==> src/rtl/seven_seg_pkg.sv <==
// Shared types and constants for the multiplexed seven-segment driver:
// segment lookup table, unlit pattern and the slot phase encoding.
package seven_seg_pkg;

  typedef enum logic {
    BLANK = 1'b0,
    ON    = 1'b1
  } phase_t;

  // Active-high unlit pattern; polarity is applied at the pins.
  localparam logic [6:0] SEG_OFF = 7'h00;

  // Active-high gfedcba patterns, entry 15 first so SEG_LUT[n] is hex digit n.
  localparam logic [15:0][6:0] SEG_LUT = {
    7'h71, 7'h79, 7'h5E, 7'h39, 7'h7C, 7'h77, 7'h6F, 7'h7F,
    7'h07, 7'h7D, 7'h6D, 7'h66, 7'h4F, 7'h5B, 7'h06, 7'h3F
  };

  function automatic logic [6:0] apply_seg_polarity(input logic [6:0] pattern,
                                                    input logic       active_low);
    return active_low ? ~pattern : pattern;
  endfunction

endpackage

==> src/rtl/seven_seg_mux_if.sv <==
// Display-side bundle: hex data and per-digit controls in, segment/anode pins out.
interface seven_seg_mux_if #(
  parameter int NUM_DIGITS = 2
);
  logic [4*NUM_DIGITS-1:0] digits;
  logic [NUM_DIGITS-1:0]   dp;
  logic [NUM_DIGITS-1:0]   digit_en;
  logic [6:0]              seg;
  logic                    dp_out;
  logic [NUM_DIGITS-1:0]   anode;
  logic                    frame_start;

  modport master (
    output digits, dp, digit_en,
    input  seg, dp_out, anode, frame_start
  );

  modport slave (
    input  digits, dp, digit_en,
    output seg, dp_out, anode, frame_start
  );
endinterface

==> src/rtl/seven_seg_decode.sv <==
// Combinational hex nibble to active-high gfedcba segment pattern.
module seven_seg_decode
  import seven_seg_pkg::*;
(
  input  logic [3:0] nibble,
  output logic [6:0] pattern
);

  assign pattern = SEG_LUT[nibble];

endmodule

==> src/rtl/seven_seg_mux.sv <==
// Time-multiplexed common-anode seven-segment scanner with per-slot blanking
// and per-digit enables; all pin outputs are registered.
module seven_seg_mux
  import seven_seg_pkg::*;
#(
  parameter int NUM_DIGITS     = 2,
  parameter int REFRESH_DIV    = 24000,
  parameter int BLANK_CYCLES   = 240,
  parameter int SEG_ACTIVE_LOW = 1,
  parameter int AN_ACTIVE_LOW  = 1
) (
  input logic           clk,
  input logic           reset,
  seven_seg_mux_if.slave bus
);

  localparam int CNT_W = $clog2(REFRESH_DIV);
  localparam int IDX_W = (NUM_DIGITS > 1) ? $clog2(NUM_DIGITS) : 1;

  localparam logic [CNT_W-1:0]      CNT_LAST    = CNT_W'(REFRESH_DIV - 1);
  localparam logic [CNT_W-1:0]      CNT_ON      = CNT_W'(BLANK_CYCLES);
  localparam logic [IDX_W-1:0]      IDX_LAST    = IDX_W'(NUM_DIGITS - 1);
  localparam phase_t                RESET_PHASE = (BLANK_CYCLES == 0) ? ON : BLANK;
  localparam logic                  SEG_LOW     = (SEG_ACTIVE_LOW != 0);
  localparam logic                  AN_LOW      = (AN_ACTIVE_LOW != 0);
  localparam logic [6:0]            SEG_UNLIT   = SEG_LOW ? ~SEG_OFF : SEG_OFF;
  localparam logic                  DP_UNLIT    = SEG_LOW;
  localparam logic [NUM_DIGITS-1:0] AN_OFF      = AN_LOW ? '1 : '0;

  // cnt/idx name the counter position that the next edge will present.
  logic [CNT_W-1:0]      cnt;
  logic [IDX_W-1:0]      idx;
  phase_t                phase_q, phase_d;

  logic [3:0]            cap_nib;
  logic                  cap_dp;
  logic                  cap_en;

  logic                  capture;
  logic [3:0]            src_nib;
  logic                  src_dp;
  logic                  src_en;
  logic [6:0]            dec_pat;
  logic [NUM_DIGITS-1:0] anode_sel;

  // Phase FSM: state register.
  always_ff @(posedge clk or posedge reset) begin
    if (reset) phase_q <= RESET_PHASE;
    else       phase_q <= phase_d;
  end

  // Phase FSM: next state and capture/source selection.
  // NOTE: every always_comb output gets a default first, so no path can infer a latch.
  always_comb begin
    phase_d   = ON;
    capture   = 1'b0;
    anode_sel = '0;
    if (cnt < CNT_ON) phase_d = BLANK;
    // Entering ON is a BLANK->ON step, or the slot boundary when there is no blanking.
    if (phase_d == ON && (phase_q == BLANK || cnt == '0)) capture = 1'b1;
    anode_sel[idx] = 1'b1;
  end

  // The capturing edge drives the pins from live inputs, so data and anode move together.
  assign src_nib = capture ? bus.digits[4*int'(idx) +: 4] : cap_nib;
  assign src_dp  = capture ? bus.dp[idx]       : cap_dp;
  assign src_en  = capture ? bus.digit_en[idx] : cap_en;

  seven_seg_decode u_decode (
    .nibble  (src_nib),
    .pattern (dec_pat)
  );

  // NOTE: sequential state uses non-blocking assignments so every register samples pre-edge values.
  always_ff @(posedge clk or posedge reset) begin
    if (reset) begin
      cnt     <= '0;
      idx     <= '0;
      cap_nib <= '0;
      cap_dp  <= 1'b0;
      cap_en  <= 1'b0;
    end else begin
      if (cnt == CNT_LAST) begin
        cnt <= '0;
        idx <= (idx == IDX_LAST) ? '0 : idx + 1'b1;
      end else begin
        cnt <= cnt + 1'b1;
      end
      if (capture) begin
        cap_nib <= src_nib;
        cap_dp  <= src_dp;
        cap_en  <= src_en;
      end
    end
  end

  always_ff @(posedge clk or posedge reset) begin
    if (reset) begin
      bus.anode       <= AN_OFF;
      bus.seg         <= SEG_UNLIT;
      bus.dp_out      <= DP_UNLIT;
      bus.frame_start <= 1'b0;
    end else begin
      bus.frame_start <= (cnt == '0) && (idx == '0);
      if (phase_d == ON && src_en) begin
        bus.anode  <= AN_LOW ? ~anode_sel : anode_sel;
        bus.seg    <= apply_seg_polarity(dec_pat, SEG_LOW);
        bus.dp_out <= SEG_LOW ? ~src_dp : src_dp;
      end else begin
        bus.anode  <= AN_OFF;
        bus.seg    <= SEG_UNLIT;
        bus.dp_out <= DP_UNLIT;
      end
    end
  end

endmodule

==> src/flat_wrapper.sv <==
// flat-port wrapper written by rule: the top's interface ports become plain ports
module seven_seg_mux_flat import seven_seg_pkg::*;
#(
  parameter int NUM_DIGITS     = 2,
  parameter int REFRESH_DIV    = 24000,
  parameter int BLANK_CYCLES   = 240,
  parameter int SEG_ACTIVE_LOW = 1,
  parameter int AN_ACTIVE_LOW  = 1
)
  (clk, reset, bus_digits, bus_dp, bus_digit_en, bus_seg, bus_dp_out, bus_anode, bus_frame_start);
  seven_seg_mux_if #(.NUM_DIGITS(NUM_DIGITS)) bus_i ();
  input logic clk;
  input logic reset;
  input wire logic [$bits(bus_i.digits)-1:0] bus_digits;
  input wire logic [$bits(bus_i.dp)-1:0] bus_dp;
  input wire logic [$bits(bus_i.digit_en)-1:0] bus_digit_en;
  output wire logic [$bits(bus_i.seg)-1:0] bus_seg;
  output wire logic [$bits(bus_i.dp_out)-1:0] bus_dp_out;
  output wire logic [$bits(bus_i.anode)-1:0] bus_anode;
  output wire logic [$bits(bus_i.frame_start)-1:0] bus_frame_start;
  assign bus_i.digits = bus_digits;
  assign bus_i.dp = bus_dp;
  assign bus_i.digit_en = bus_digit_en;
  assign bus_seg = bus_i.seg;
  assign bus_dp_out = bus_i.dp_out;
  assign bus_anode = bus_i.anode;
  assign bus_frame_start = bus_i.frame_start;
  seven_seg_mux #(.NUM_DIGITS(NUM_DIGITS), .REFRESH_DIV(REFRESH_DIV), .BLANK_CYCLES(BLANK_CYCLES), .SEG_ACTIVE_LOW(SEG_ACTIVE_LOW), .AN_ACTIVE_LOW(AN_ACTIVE_LOW)) u_core (.clk(clk), .reset(reset), .bus(bus_i));
endmodule
==> config.mk <==
export PLATFORM = sky130hd
export DESIGN_NAME = seven_seg_mux_flat
export DESIGN_NICKNAME = d
export VERILOG_FILES = /design/src/rtl/seven_seg_pkg.sv /design/src/rtl/seven_seg_mux_if.sv /design/src/rtl/seven_seg_decode.sv /design/src/rtl/seven_seg_mux.sv /design/src/flat_wrapper.sv
export SDC_FILE = /design/constraint.sdc
export NUM_CORES = 1
export LEC_CHECK = 0
export CORE_AREA = 2 2 127 67
export CTS_CLUSTER_SIZE = 24
export DETAILED_ROUTE_END_ITERATION = 10
export DIE_AREA = 0 0 129 69
export PLACE_DENSITY_LB_ADDON = 0.08
export RECOVER_POWER = 25
export SLEW_MARGIN = 25
export SYNTH_ARGS = -nofsm -noshare
export SYNTH_HDL_FRONTEND = slang
export SYNTH_SLANG_ARGS = --single-unit
==> constraint.sdc <==
create_clock -name clk -period 2.25 [get_ports clk]
set_input_delay 0.3375 -clock clk [delete_from_list [all_inputs] [get_ports clk]]
set_output_delay 0.3375 -clock clk [all_outputs]
set_load 0.005 [all_outputs]
# Yosys cells after proc, flatten, opt, wreduce, memory -nomap -nowiden
# Memories as Yosys holds them, arrays and structs flattened.
# Index checks and enable logic that the tools add are counted.
dict set report classes {
  addsub 2
  magnitude_cmp 4
  n_eq_ne 1
  n_shift 1
  mux 17
  bitwise 5
  n_reduce_logical 6
}
# operator count
set ops {}
lappend ops {{$add A15 B1 Y15 const B} 1}
lappend ops {{$eq A15 B15 Y1 const B} 1}
lappend ops {{$logic_not A15 Y1} 1}
lappend ops {{$lt A15 B8 Y1 const B} 1}
lappend ops {{$mux W15} 1}
lappend ops {{$mux W7} 2}
lappend ops {{$mux W1} 11}
lappend ops {{$shiftx A8 B4 Y4} 1}
lappend ops {{$not A7 Y7} 1}
lappend ops {{$lt A4 B5 Y1 const B} 1}
lappend ops {{$logic_and A1 B1 Y1} 4}
lappend ops {{$mux W4} 1}
lappend ops {{$not A1 Y1} 3}
lappend ops {{$lt A1 B2 Y1 const B} 1}
lappend ops {{$mux W2} 1}
lappend ops {{$not A2 Y2} 1}
lappend ops {{$add A1 B1 Y1 const B} 1}
lappend ops {{$demux W1 S1} 1}
lappend ops {{$ge A1 B1 Y1 const B} 1}
lappend ops {{$logic_or A1 B1 Y1} 1}
dict set report totals {
  regBits 34
  romBits 112
  in_bits 14
  output_inout_bits 11
  wordCells 47
  memories 1
}
# memory words word_bits rd rd_ports_with_merged_regs write_ports line
set mem_list {}
lappend mem_list {{(name not given)} 16 7 1 0 0 seven_seg_decode.sv:9} ;# assign pattern = SEG_LUT[nibble];

# Depth between registers and ports, before layout
# Gate-level depths: netlist of the first run.
dict set report depth {
  word_depth 9
  mapped_depth 11
  depth_no_buf 10
}

# Hierarchy
# Synthesis of the first run repeated with hierarchy kept, for this count alone.
dict set report hier_totals {
  hier_cells 174
  hier_area_um2 1871.8
}
# module instances cells_each area_per_inst_um2 seq_area_each_um2
set modules_own_cells {}
lappend modules_own_cells {seven_seg_mux 1 141 1584.0 863.3}
lappend modules_own_cells {seven_seg_decode 1 33 287.8 0.0}

# Least setup slack after synthesis of the first run
# Ideal clock, no wire load.
dict set report synth_timing {
  path_kind {reg2reg}
  from {register u_core.cnt[0]}
  to {register u_core.bus.seg[1]}
  setup_ns 0.080
  arrival_ns 2.360
  t_required_ns 2.170
  slack_ns -0.190
  path_stages_with_launch 11
  path_buffers 1
  period_less_slack_ns 2.440
  cell_sequence {dfrtp_1 inv_1 ha_1 nor4b_2 a41o_2 and2_4 buf_6 o21ai_0 ha_1 mux2_4 o221ai_2}
}
dict set report synth_between {
  elab_chain_cells 9
}
# element line
set synth_lines {}
lappend synth_lines {{start: declaration} seven_seg_mux.sv:31} ;# logic [CNT_W-1:0] cnt;
lappend synth_lines {{start signal: assignment} seven_seg_mux.sv:87} ;# cnt <= cnt + 1'b1;
lappend synth_lines {{$lt A15 B8 Y1 / $logic_not A15 Y1 (equally long branches)} {seven_seg_mux.sv:58, seven_seg_mux.sv:60}}
lappend synth_lines {{$mux W1 / $logic_or A1 B1 Y1 (equally long branches)} {seven_seg_mux.sv:58, seven_seg_mux.sv:60}}
lappend synth_lines {{$logic_and A1 B1 Y1} seven_seg_mux.sv:60} ;# if (phase_d == ON && (phase_q == BLANK || cnt == '0)) capture = 1'b1;
lappend synth_lines {{$mux W1} seven_seg_mux.sv:60}
lappend synth_lines {{$mux W4} seven_seg_mux.sv:65} ;# assign src_nib = capture ? bus.digits[4*int'(idx) +: 4] : cap_nib;
lappend synth_lines {{$mem_v2 Z16 W7} -}
lappend synth_lines {{$mux W7 (not written as such)} seven_seg_decode.sv:9}
lappend synth_lines {{$not A7 Y7} seven_seg_pkg.sv:21} ;# return active_low ? ~pattern : pattern;
lappend synth_lines {{$mux W7 *} seven_seg_mux.sv:105} ;# if (phase_d == ON && src_en) begin
lappend synth_lines {{end signal: assignment} seven_seg_mux.sv:107} ;# bus.seg <= apply_seg_polarity(dec_pat, SEG_LOW);
lappend synth_lines {{end: declaration} seven_seg_mux_if.sv:20} ;# output seg, dp_out, anode, frame_start
# Mark *: on every way between the ends. The rest lies on a longest branch, timed or not. The select of a mux whose other input is x is not followed.
# A chain may end at the register's enable or synchronous reset.

# Worst setup path after layout of the first run
dict set report layout_timing {
  from {register u_core.cnt[14]}
  to {register u_core.bus.seg[1]}
}
dict set report layout_between {
  elab_chain_cells 9
}
# element line
set layout_lines {}
lappend layout_lines {{$lt A15 B8 Y1 *} seven_seg_mux.sv:58} ;# if (cnt < CNT_ON) phase_d = BLANK;
lappend layout_lines {{$mux W1 *} seven_seg_mux.sv:58}
lappend layout_lines {{net u_core.phase_d} seven_seg_mux.sv:33} ;# phase_t phase_q, phase_d;
lappend layout_lines {{$logic_and A1 B1 Y1} seven_seg_mux.sv:60}
lappend layout_lines {{$mux W1} seven_seg_mux.sv:60}
lappend layout_lines {{$mux W4} seven_seg_mux.sv:65}
lappend layout_lines {{$mem_v2 Z16 W7} -}
lappend layout_lines {{$mux W7 (not written as such)} seven_seg_decode.sv:9}
lappend layout_lines {{$not A7 Y7} seven_seg_pkg.sv:21}
lappend layout_lines {{$mux W7 *} seven_seg_mux.sv:105}
# The timed path passes the listed nets; every way through them passes the cells marked *. The select of a mux whose other input is x is not followed.

==> results of run 1 <==
==> metrics by stage <==
step	area (µm²)	utilization, %	hold WS (ps)	power, µW	setup TNS, ps
2_1_floorplan	1910	-	451	649	0
3_3_place_gp	2570	32.9	471	691	-37.8
3_5_place_dp	2570	32.9	474	689	-181
4_1_cts	2810	36.0	486	1480	-47.7
5_1_grt	2850	36.6	528	1510	-619
6_report	2850	36.6	480	1450	-29.5
==> path summary, 6_finish.rpt <==
| kind | from | to | slack, ps | depth (start not counted) |
|---|---|---|---|---|
| max | u_core.cnt[14]$_DFF_PP0_ | u_core.bus.seg[1]$_DFF_PP1_ | -30 | 9 |
| min | u_core.cap_en$_DFFE_PP0N_ | u_core.cap_en$_DFFE_PP0N_ | 480 | 2 |
| max reg2reg | u_core.cnt[14]$_DFF_PP0_ | u_core.bus.seg[1]$_DFF_PP1_ | -30 | 9 |
| min reg2reg | u_core.cap_en$_DFFE_PP0N_ | u_core.cap_en$_DFFE_PP0N_ | 480 | 2 |
| max in group asynchronous | reset | u_core.phase_q$_DFF_PP0_ | 920 | 3 |
| min in group asynchronous | reset | u_core.cnt[12]$_DFF_PP0_ | 770 | 3 |
==> sequential cells by signal, indices dropped and copies added (netlist names) <==
name and cells:
u_core.bus.anode 2, u_core.bus.dp_out 1, u_core.bus.frame_start 1, u_core.bus.seg 7, u_core.cap_dp 1, u_core.cap_en 1
u_core.cap_nib 4, u_core.cnt 15, u_core.idx 1, u_core.phase_q 1
==> worst reg2reg max path, stage by stage, from the launching register on <==
cell and delay, ps:
dfrtp_1 410, nor4_4 390, buf_4 180, nand3_2 80, and2_4 190, buf_6 130
o21ai_4 210, ha_4 240, mux2_4 260, o221ai_2 120
==> power by group through the flow <==
stage	Sequential (µW)	Combinational, µW	Clock [µW]
after floorplan	623	26.5	0
after global placement	623	68.1	0
after detailed placement	623	65.9	0
after CTS	613	66.2	797
after global routing	612	70.6	828
final	613	64.4	769
==> kinds of logic (layout without fill, tap and decap cells) <==
family	Yosys count	after routing	synth area share [%]
buf+inv	18	91	4.01
mux	13	13	8.35
simple gates	77	77	20.6
fa+ha+maj	5	5	3.29
xor+xnor	14	14	6.44
flops	34	34	45.4
compound gates	35	35	11.9
==> metal layers <==
layer / routed length, µm / GRT usage [%] / up-vias
met5: 0 / 0 / -
met4: 59 / 3.26 / 0
met2: 1690 / 12.9 / 49
li1: - / - / 832
met3: 366 / 4.50 / 6
met1: 3390 / 23.4 / 778
==> final cells by class <==
class	instances	area [µm²]
Sequential cell	34	863
Timing Repair Buffer	72	606
Clock inverter	1	30.0
Multi-Input combinational cell	144	1040
Inverter	11	41.3
Tap cell	112	140
Clock buffer	7	133
Fill cell	786	4950
==> placed cells by master (no fill, tap or decap), types with 2 or more instances in the layout <==
cell type,instances
a21oi_1,9
a31oi_1,2
and3_1,3
buf_4,45
buf_6,2
clkbuf_1,2
clkbuf_16,5
clkdlybuf4s50_1,23
dfrtp_1,24
dfstp_2,10
ha_2,2
ha_4,2
inv_1,10
mux2_2,3
mux2i_1,5
mux2i_2,3
nand2_1,15
nand2b_1,4
nand3_1,12
nand4_1,4
nor2_1,23
nor3_1,7
o21ai_0,10
o221ai_2,2
xnor2_1,6
xor2_1,8
==> what timing repair did <==
action,4_1_cts,5_1_grt
resized for setup,6,10
setup buffers,6,1
endpoints found under the hold margin,0,0
pin swaps,6,6
endpoints found under the setup margin,4,7
==> reports/summary.txt, run 1 <==
# clock sinks: 34
Max-slew violations: 0
Ports: 25
CP Capture Type: flop
CP Launch Type: flop
Final setup fails: 1
Worst slew pin tran: 881 ps
Number of synthesized flops with an enable pin: 0
Initial core utilization: 24.4%
Die ar.: 0.00890 mm²
Violated checks: setup timing
Synth area leaders: dfrtp_1 32%, dfstp_2 14%, nor2_1 4.7%, xor2_1 3.7%, ha_1 3.3%
Worst setup path class: reg2reg
Core Area: 0.00780 mm²
Power Dens Cells: 507 mW/mm²
IO Port Bufs: 24
H-tree depth: 2
Ant diodes: 0
Syn_nets: 215
Required time worst endpoint: 2450 ps
Share of the synthesized area in the top cell type: 31.6%
Total wire length: 5.51 mm
Outcome: complete, but fails checks
Slew Limit Headroom: 41.3%
Post-route ant nets: 0
First-pass GRT wire length: 8.55 mm
Nets: 287
RSZ-0062 raised after global routing: yes
Vias after detailed routing: 1,665
Area leader, netlist: dfrtp_1
Chip height: 69 µm
Internal Power: 1170 µW
Grt total ovfl: 0
Die width: 129 µm
WL per Instance: 14.5 µm
Drt drc: 0
Delay-heaviest family, CP: simple AND/OR/NAND/NOR gates
Final non-filler cell total: 381
Syn avg cell area: 9.71 µm²
CP peak stage delay: 410 ps
Tot GR Track Use: 13.0%
CTS Buf Count: 5
Main synth FF type: dfrtp_1
Post-synthesis async set-or-reset flop share: 100%
Comb power frac: 4.5%
Crit path DAT: 2480 ps
Worst vdd ir: 0.268 mV
Max-Cap Viols: 0
Clock power share: 53.2%
Clock transition at path regs: 50 ps
YS warnings: 0
Drt pass-1 iters: 5
Worst setup margin: -29.5 ps
DP Cell Count: 366
Routability congestion estimate: 0.873
Switch Pwr: 280 µW
Initial antenna violation count: 0
CTS tree: yes
DRT iter0 DRCs: 109
Worst-path cell chain: nor4_4 -> buf_4 -> nand3_2 -> and2_4 -> buf_6 -> o21ai_4 -> ha_4 -> mux2_4 -> o221ai_2
Worst skew pair latency: 280 ps
Worst Hold Class: reg2reg
Synth cell types: 42
Critical path buffers and inverters: 2
Fin crit period: 2280 ps
Max Root-Sink Buffers: 2
CP max-delay cell: dfrtp_1
CTS root buf: clkbuf_16
Hold Vio Cnt, Final: 0
Cell area after synthesis: 0.00190 mm²
FF+latch count, synth: 34
Pre-CTS setup slack: -87.8 ps
Vias in the first global route: 1,503
Sw Share: 19.4%
Row cnt: 23
Synth top cells by count: 24 x dfrtp_1, 24 x nor2_1, 16 x nand2_1
Worst Skew: 4.37 ps
Area Growth Syn to Fin: 49.9%
Sequential share of power: 42.4%
Final worst-path cycle share: 101%
Leak: 0.00128 µW
Crit-path max FO: 4
Cells after synthesis: 196
Share of layout cells above drive strength 1: 33.8%
Post-DP HPWL: 4.30 mm
Hold_buf cts: 0
Vias/cell: 4.37
Largest net degree at the start of global routing: 35
Sequential area share after synthesis: 45.4%
Fmax: 439 MHz
Power figures use the tool's default switching activity.
==> run 2, diff against run 1 <==
--- a/config.mk
+++ b/config.mk
@@ -9,6 +9,7 @@
 export CTS_CLUSTER_SIZE = 24
 export DETAILED_ROUTE_END_ITERATION = 10
 export DIE_AREA = 0 0 129 69
+export MAX_ROUTING_LAYER = met4
 export PLACE_DENSITY_LB_ADDON = 0.08
 export RECOVER_POWER = 25
 export SLEW_MARGIN = 25
==> reports/summary.txt, run 2 (same netlist as run 1, synthesis figures left out) <==
Leading cell type in the layout, fill and taps excluded: buf_4
Max-slew violations: 0 (unchanged)
Fmax: 439 MHz (about the same)
Row cnt: 23 (unchanged)
Worst setup path class: reg2reg
Reg2reg start: u_core.cnt[14]$_DFF_PP0_
DRT iter0 DRCs: 126 (+16%)
Fin crit period: 2280 ps (-1.82 ps)
Nets: 287 (unchanged)
WL per Instance: 14.4 µm (-0.36%)
Initial core utilization: 24.4% (unchanged)
Grt total ovfl: 0 (unchanged)
CTS root buf: clkbuf_16
Reg2reg path depth: 9 (unchanged)
CTS Buf Count: 5 (unchanged)
Placed instance area: 0.00257 mm² (unchanged)
CP Capture Type: flop
Worst slew pin tran: 884 ps (+2.80 ps)
Post-DP HPWL: 4.30 mm (unchanged)
Final non-filler cell total: 381 (unchanged)
Final setup fails: 1 (unchanged)
Final worst-path cycle share: 101% (about the same)
Slew Limit Headroom: 41.1% (-0.19 points)
Largest regs: u_core.cnt x15, u_core.bus.seg x7, u_core.cap_nib x4
Vias after detailed routing: 1,650 (-0.90%)
Required time worst endpoint: 2450 ps (about the same)
Ant diodes: 0 (unchanged)
Crit-path max FO: 4 (unchanged)
Largest net degree at the start of global routing: 35 (unchanged)
DP Cell Count: 366 (unchanged)
Most frequent cells in the layout: 45 x buf_4, 24 x dfrtp_1, 23 x nor2_1, 23 x clkdlybuf4s50_1, 15 x nand2_1
Post-route ant nets: 0 (unchanged)
Worst Hold Class: reg2reg
Worst vdd ir: 0.269 mV (+0.21%)
First-pass GRT wire length: 8.55 mm (unchanged)
Share of layout cells above drive strength 1: 33.8% (unchanged)
Largest Register: u_core.cnt
Violated checks: setup timing
Initial antenna violation count: 0 (unchanged)
End of the critical path: u_core.bus.seg[1]$_DFF_PP1_
Worst Skew: 4.69 ps (+0.323 ps)
CP Launch Type: flop
# clock sinks: 34 (unchanged)
Max Root-Sink Buffers: 2 (unchanged)
Worst setup margin: -27.7 ps (+1.82 ps)
Power Dens Cells: 507 mW/mm² (about the same)
Worst skew pair latency: 280 ps (about the same)
Area Growth Syn to Fin: 49.9% (unchanged)
Worst setup path start: u_core.cnt[14]$_DFF_PP0_
CTS tree: yes
Vias in the first global route: 1,504 (+0.067%)
Reg-to-reg endpoint: u_core.bus.seg[1]$_DFF_PP1_
H-tree depth: 2 (unchanged)
Hold_buf cts: 0 (unchanged)
IO Port Bufs: 24 (unchanged)
Max-Cap Viols: 0 (unchanged)
Clock transition at path regs: 50 ps (about the same)
Routability congestion estimate: 0.888 (+1.6%)
Total wire length: 5.49 mm (-0.36%)
Vias/cell: 4.33 (-0.90%)
Drt drc: 0 (unchanged)
Max reg flops: 15 (unchanged)
Tot Pwr: 1450 µW (about the same)
Chip height: 69 µm (unchanged)
Die ar.: 0.00890 mm² (unchanged)
Fin area: 0.00285 mm² (unchanged)
Core Area: 0.00780 mm² (unchanged)
Leak: 0.00128 µW (unchanged)
Hold WS: 478 ps (-1.96 ps)
Drt pass-1 iters: 4 (-1)
Die width: 129 µm (unchanged)
Setup slack, reg-to-reg: -30 ps (about the same)
Tot GR Track Use: 13.4% (+0.39 points)
CP peak stage delay: 410 ps (about the same)
Ports: 25 (unchanged)
CP max-delay cell: dfrtp_1
Crit path DAT: 2480 ps (about the same)
Outcome: complete, but fails checks
Hold Vio Cnt, Final: 0 (unchanged)
RSZ-0062 raised after global routing: yes
Worst-path cell chain: nor4_4 -> buf_4 -> nand3_2 -> and2_4 -> buf_6 -> o21ai_4 -> ha_4 -> mux2_4 -> o221ai_2
## run 2: how the worst min path moves through the flow
stage	startpoint	endpoint	slack (ps)	cells after the start
finish	u_core.cap_en$_DFFE_PP0N_	u_core.cap_en$_DFFE_PP0N_	480	2
global route	u_core.cap_en$_DFFE_PP0N_	u_core.cap_en$_DFFE_PP0N_	530	2
CTS	reset	u_core.cnt[13]$_DFF_PP0_	490	3
detailed placement	u_core.cap_en$_DFFE_PP0N_	u_core.cap_en$_DFFE_PP0N_	470	2
global placement	u_core.cap_en$_DFFE_PP0N_	u_core.cap_en$_DFFE_PP0N_	470	2
floorplan	u_core.cap_en$_DFFE_PP0N_	u_core.cap_en$_DFFE_PP0N_	450	2
## run 2: critical path: cells and delay by family, from the launching register on
family          cells  cell delay (ps)
simple gates        3              650
buf+inv             2              310
fa+ha+maj           1              230
compound gates      2              330
flops               1              410
mux                 1              260
## run 2: power breakdown
part	internal (µW)	switching, µW	leakage (µW)
Clock	523	247	0.0000781
Sequential	613	0	0.000410
Combinational	30.2	33.9	0.000788
## run 2: repair_timing
item,4_1_cts,5_1_grt
setup buffers,6,1
pin swaps,6,6
endpoints found under the hold margin,0,0
endpoints found under the setup margin,4,7
resized for setup,6,10
## run 2: area by class of cell
cell class / instances / area [µm²]
repair buffers: 72 / 606
fillers: 786 / 4950
clock buffers: 7 / 133
inverters: 11 / 41.3
clock inverters: 1 / 30.0
well taps: 112 / 140
multi-input cells: 144 / 1040
flip-flops and latches: 34 / 863
## run 2: per-stage QoR
stage | setup TNS (ps) | worst slack [ps] | utilization [%]
finish | -27.7 | -27.7 | 36.6
global route | -617 | -135 | 36.6
floorplan | 0 | 0.943 | -
detailed placement | -181 | -87.8 | 32.9
global placement | -37.8 | -30.1 | 32.9
CTS | -47.7 | -37.6 | 36.0
## run 2: routing by layer
metal	vias up	global-route usage [%]	share of wire (%)
met5	-	-	0
li1	831	-	-
met4	0	3.26	1.1
met2	57	12.9	31
met3	6	4.50	9.3
met1	756	23.4	59
